<file path="src/rtl/mlp_pkg.sv">
// Shared types and helpers for the MLP datapath stages.
// Build option: DENSE_SATURATE_EN selects clamping instead of wrapping in narrow().
package mlp_pkg;

    localparam int FP_W = 16;
    localparam int FP_F = 8;
    localparam int WIDE_BITS = 64;

    typedef logic signed [FP_W-1:0] fp_t;
    typedef logic signed [WIDE_BITS-1:0] wide_t;

    typedef enum logic [1:0] {
        IDLE,
        LOAD,
        ACCUM,
        FINISH
    } state_t;

    // Accumulator width that cannot overflow over n full-width products.
    function automatic int acc_bits(input int total, input int n);
        return 2 * total + $clog2(n) + 1;
    endfunction

    // Narrow a sign-extended value to 'bits' wide; the caller keeps the low bits.
    function automatic wide_t narrow(input wide_t v, input int bits);
`ifdef DENSE_SATURATE_EN
        wide_t hi;
        wide_t lo;
        hi = (wide_t'(1) <<< (bits - 1)) - wide_t'(1);
        lo = -hi - wide_t'(1);
        if (v > hi) begin
            return hi;
        end else if (v < lo) begin
            return lo;
        end else begin
            return v;
        end
`else
        return (v <<< (WIDE_BITS - bits)) >>> (WIDE_BITS - bits);
`endif
    endfunction

endpackage

</file>
<file path="src/rtl/mac_unit.sv">
// Signed multiply-accumulate lane; clear preloads the bias at output scale.
module mac_unit
    import mlp_pkg::*;
#(
    parameter int TOTAL = 16,
    parameter int FRAC  = 8,
    parameter int ACC   = 35
) (
    input  logic                    clk,
    input  logic                    reset,
    input  logic                    clear,
    input  logic                    en,
    input  logic signed [TOTAL-1:0] bias,
    input  logic signed [TOTAL-1:0] a,
    input  logic signed [TOTAL-1:0] b,
    output logic signed [ACC-1:0]   acc_out
);

    logic signed [2*TOTAL-1:0] prod;
    logic signed [ACC-1:0]     bias_ext;
    logic signed [ACC-1:0]     prod_ext;

    assign prod     = a * b;
    assign bias_ext = {{(ACC-TOTAL){bias[TOTAL-1]}}, bias};
    assign prod_ext = {{(ACC-2*TOTAL){prod[2*TOTAL-1]}}, prod};

    always_ff @(posedge clk) begin
        if (reset) begin
            acc_out <= '0;
        end else if (clear) begin
            acc_out <= bias_ext <<< FRAC;
        end else if (en) begin
            acc_out <= acc_out + prod_ext;
        end
    end

endmodule

</file>
<file path="src/rtl/dense_layer.sv">
// Fully connected layer: one output per class from streamed activations/weights.
// Build option: DENSE_SATURATE_EN clamps outputs instead of wrapping.
module dense_layer
    import mlp_pkg::*;
#(
    parameter int NUM_INPUTS    = 784,
    parameter int NUM_CLASSES   = 4,
    parameter int FP_TOTAL_BITS = FP_W,
    parameter int FP_FRAC_BITS  = FP_F
) (
    input  logic                            clk,
    input  logic                            reset,
    input  logic                            start,
    input  logic signed [FP_TOTAL_BITS-1:0] bias [NUM_CLASSES],
    output logic [$clog2(NUM_INPUTS)-1:0]   rd_addr,
    output logic                            rd_en,
    input  logic signed [FP_TOTAL_BITS-1:0] x_data,
    input  logic signed [FP_TOTAL_BITS-1:0] w_data [NUM_CLASSES],
    output logic                            busy,
    output logic                            done,
    output logic signed [FP_TOTAL_BITS-1:0] layer_out [NUM_CLASSES]
);

    localparam int AW       = $clog2(NUM_INPUTS);
    localparam int ACC_BITS = acc_bits(FP_TOTAL_BITS, NUM_INPUTS);
    localparam logic [AW-1:0] LAST = AW'(NUM_INPUTS - 1);

    state_t state;
    state_t next;
    logic [AW-1:0] cnt;

    logic signed [ACC_BITS-1:0]      acc     [NUM_CLASSES];
    logic signed [ACC_BITS-1:0]      shifted [NUM_CLASSES];
    logic signed [FP_TOTAL_BITS-1:0] res     [NUM_CLASSES];

    always_comb begin
        next = state;
        case (state)
            IDLE:    if (start) next = LOAD;
            LOAD:    next = ACCUM;
            ACCUM:   if (cnt == LAST) next = FINISH;
            FINISH:  next = IDLE;
            default: next = IDLE;
        endcase
    end

    always_ff @(posedge clk) begin
        if (reset) begin
            state   <= IDLE;
            cnt     <= '0;
            rd_addr <= '0;
            rd_en   <= 1'b0;
            busy    <= 1'b0;
            done    <= 1'b0;
        end else begin
            state <= next;
            busy  <= (next != IDLE);
            done  <= (state == FINISH);
            cnt   <= (state == ACCUM) ? cnt + 1'b1 : '0;
            // Addresses run one cycle ahead of the data they return.
            if (state == IDLE && start) begin
                rd_en   <= 1'b1;
                rd_addr <= '0;
            end else if (rd_en) begin
                if (rd_addr == LAST) begin
                    rd_en <= 1'b0;
                end else begin
                    rd_addr <= rd_addr + 1'b1;
                end
            end
        end
    end

    for (genvar j = 0; j < NUM_CLASSES; j++) begin : g_mac
        mac_unit #(
            .TOTAL (FP_TOTAL_BITS),
            .FRAC  (FP_FRAC_BITS),
            .ACC   (ACC_BITS)
        ) u_mac (
            .clk     (clk),
            .reset   (reset),
            .clear   (state == LOAD),
            .en      (state == ACCUM),
            .bias    (bias[j]),
            .a       (x_data),
            .b       (w_data[j]),
            .acc_out (acc[j])
        );

        assign shifted[j] = acc[j] >>> FP_FRAC_BITS;
        assign res[j] = FP_TOTAL_BITS'(narrow(wide_t'(shifted[j]), FP_TOTAL_BITS));
    end

    always_ff @(posedge clk) begin
        if (reset) begin
            for (int j = 0; j < NUM_CLASSES; j++) begin
                layer_out[j] <= '0;
            end
        end else if (state == FINISH) begin
            for (int j = 0; j < NUM_CLASSES; j++) begin
                layer_out[j] <= res[j];
            end
        end
    end

endmodule

</file>
<file path="config.mk">
export PLATFORM = sky130hd
export DESIGN_NAME = dense_layer
export DESIGN_NICKNAME = d
export VERILOG_FILES = /design/src/rtl/mlp_pkg.sv /design/src/rtl/mac_unit.sv /design/src/rtl/dense_layer.sv
export SDC_FILE = /design/constraint.sdc
export NUM_CORES = 2
export LEC_CHECK = 0
export CAP_MARGIN = 10
export CELL_PAD_IN_SITES_DETAIL_PLACEMENT = 1
export CELL_PAD_IN_SITES_GLOBAL_PLACEMENT = 2
export CORE_ASPECT_RATIO = 0.8
export CORE_MARGIN = 2
export CORE_UTILIZATION = 42
export CTS_CLUSTER_SIZE = 24
export DETAILED_ROUTE_END_ITERATION = 12
export PLACE_DENSITY = 0.91
export SYNTH_ARGS = -nofsm -noshare
export SYNTH_HDL_FRONTEND = slang
export SYNTH_HIERARCHICAL = 1
export SYNTH_SLANG_ARGS = --single-unit
export TNS_END_PERCENT = 20
</file>
<file path="constraint.sdc">
create_clock -name clk -period 8.4 [get_ports clk]
set_input_delay 1.26 -clock clk [delete_from_list [all_inputs] [get_ports clk]]
set_output_delay 1.26 -clock clk [all_outputs]
set_load 0.05 [all_outputs]
</file>
==> out/results.tsv <==
metric	value	unit
status	complete, no violations	
clk_pin_slew	80	ps
yosysWarnings	6	
wire_per_inst	20.6	um
regArea	3700	um2
n_fill_cell	11300	
drt_iter0_markers	1632	
gp_congestion	0.885	
synthToLayoutAreaGrowth	10.0	%
setup.worst_path.class	primary input to flip-flop	
vdd_ir_drop_max	501	uV
stdcell_count	5985	
route.detailed.drc	0	
multi_input_area	32400	um2
ioPinCount	224	
initial_core_util	0.425	
hold_class	flip-flop to flip-flop	
first_pass_iters	5	
vias	30200	
cts_setup_buffers	0	
dieArea	101000	um2
place_ws	574	ps
cts_tree	built	
clock_tree.buffer_depth	2	
maxCapViolCount	0	
rsz0062_at_grt	false	
track_usage	0.255	
holdWs	488	ps
drive_above_1_share	0.0352	
post-place-cells	5949	
cts_buffers	17	
grt_overflow_total	0	
dpl.hpwl	102000	um
max_freq	137	MHz
htree_levels	4	
leakagePower	22.8	nW
postSynthCellCount	4579	
synth.avg_cell_area	9.00	um2
worst_setup_path_start_kind	primary input	
antenna_found_initial	9	
finalMaxSlewViolations	0	
syn-num-nets	5949	
final_cell_area	45300	um2
wl	123000	um
std_cell_rows	102	
design_power_total	24.9	mW
ant_nets	0	
grt_max_degree	90	
syn_area	41200	um2
grt_pass1_vias	34600	
ctsResizeCount	0	
final.setup_skew	23.6	ps
nets	6038	
finalSetupViolations	0	
max-slew-margin-rel	0.388	
postLayoutCoreUtil	0.467	
tightest_slew	918	ps
cts.sinks	185	
worstSetupEndpointType	flip-flop	
ctsRootBufferMaster	clkbuf_16	
cp.required	8840	ps
grt_pass1_wl	199000	um
hold_viol	0	
fp.dieH	284	um
fin_ws	1090	ps
setup_tns	0	ps
fin_crit	7310	ps
hold_buffers	0	
clock_latency	530	ps
period_share	0.870	
postPlaceCellArea	44700	um2
die_w	354	um
p_per_area	548	nW/um2
core_area	97000	um2
critical_path_arrival	7750	ps
cp_max_fo	16	
port_buffers	223	
vias_per_cell	5.05	
[metal layers]
| metal | track usage | vias to the layer above | share of wire |
|---|---|---|---|
| li1 | - | 13600 | - |
| met5 | 0 | - | 0.00041 |
| met4 | 0.0555 | 8 | 0.018 |
| met2 | 0.397 | 719 | 0.45 |
| met1 | 0.363 | 15700 | 0.47 |
| met3 | 0.0568 | 131 | 0.064 |
[flip-flops by register name, summed over array words and instances (netlist names)]
| register | count |
|---|---|
| g_mac.u_mac/acc_out | 96 |
| state | 2 |
| busy | 1 |
| layer_out | 64 |
| rd_en | 1 |
| cnt | 10 |
| rd_addr | 10 |
| done | 1 |
[worst paths after layout]
path / from / to / slack [ps] / cells after the start
worst max-delay path: w_data[54] / g_mac[0].u_mac/acc_out[22] / 1090 / 21
worst min-delay path: cnt[0] / cnt[0] / 490 / 1
worst max register to register: g_mac[0].u_mac/acc_out[15] / g_mac[0].u_mac/acc_out[22] / 3090 / 18
worst min register to register: cnt[0] / cnt[0] / 490 / 1
[placed cells by master (no fill, tap or decap), types with 14 or more instances in the layout]
| cell | n |
|---|---|
| dfxtp_1 | 185 |
| a221oi_1 | 18 |
| xor2_1 | 35 |
| clkdlybuf4s50_1 | 206 |
| nand2b_1 | 14 |
| xnor2_1 | 44 |
| a21oi_1 | 135 |
| buf_2 | 16 |
| o21a_1 | 15 |
| nor2b_1 | 22 |
| inv_1 | 1117 |
| nor2_1 | 230 |
| nor3_1 | 19 |
| fa_1 | 884 |
| clkbuf_16 | 17 |
| and2_1 | 451 |
| buf_4 | 56 |
| mux2i_1 | 113 |
| ha_1 | 336 |
| a211oi_1 | 18 |
| o21ai_0 | 35 |
| nand2_1 | 501 |
| a21o_1 | 32 |
[power breakdown]
part | switching (mW) | internal [mW] | total [mW]
Combinational | 13.3 | 9.42 | 22.8
Sequential | 0.178 | 1.03 | 1.21
Clock | 0.478 | 0.408 | 0.887
Total | 14.0 | 10.9 | 24.9
[worst max-delay path: stages]
cell	delay (ps)
clkdlybuf4s50_1	700
and2_1	340
fa_1	540
inv_1	60
fa_1	500
fa_1	530
inv_1	60
fa_1	470
fa_1	570
inv_1	70
fa_1	540
inv_1	40
ha_1	330
nand2_1	130
o21ai_0	320
a32oi_2	180
a21boi_1	210
o21ai_1	140
and3_1	190
or4_1	460
o21ai_1	80
[cell type report]
class / instances / area share
Multi-Input combinational cell: 3055 / 0.715
Clock buffer: 17 / 0.00938
Antenna cell: 4 / 0.000221
Timing Repair Buffer: 288 / 0.0607
Sequential cell: 185 / 0.0817
Clock inverter: 15 / 0.00430
Inverter: 1121 / 0.0928
Tap cell: 1300 / 0.0359
No activity file was read; power rests on OpenSTA's default activity.
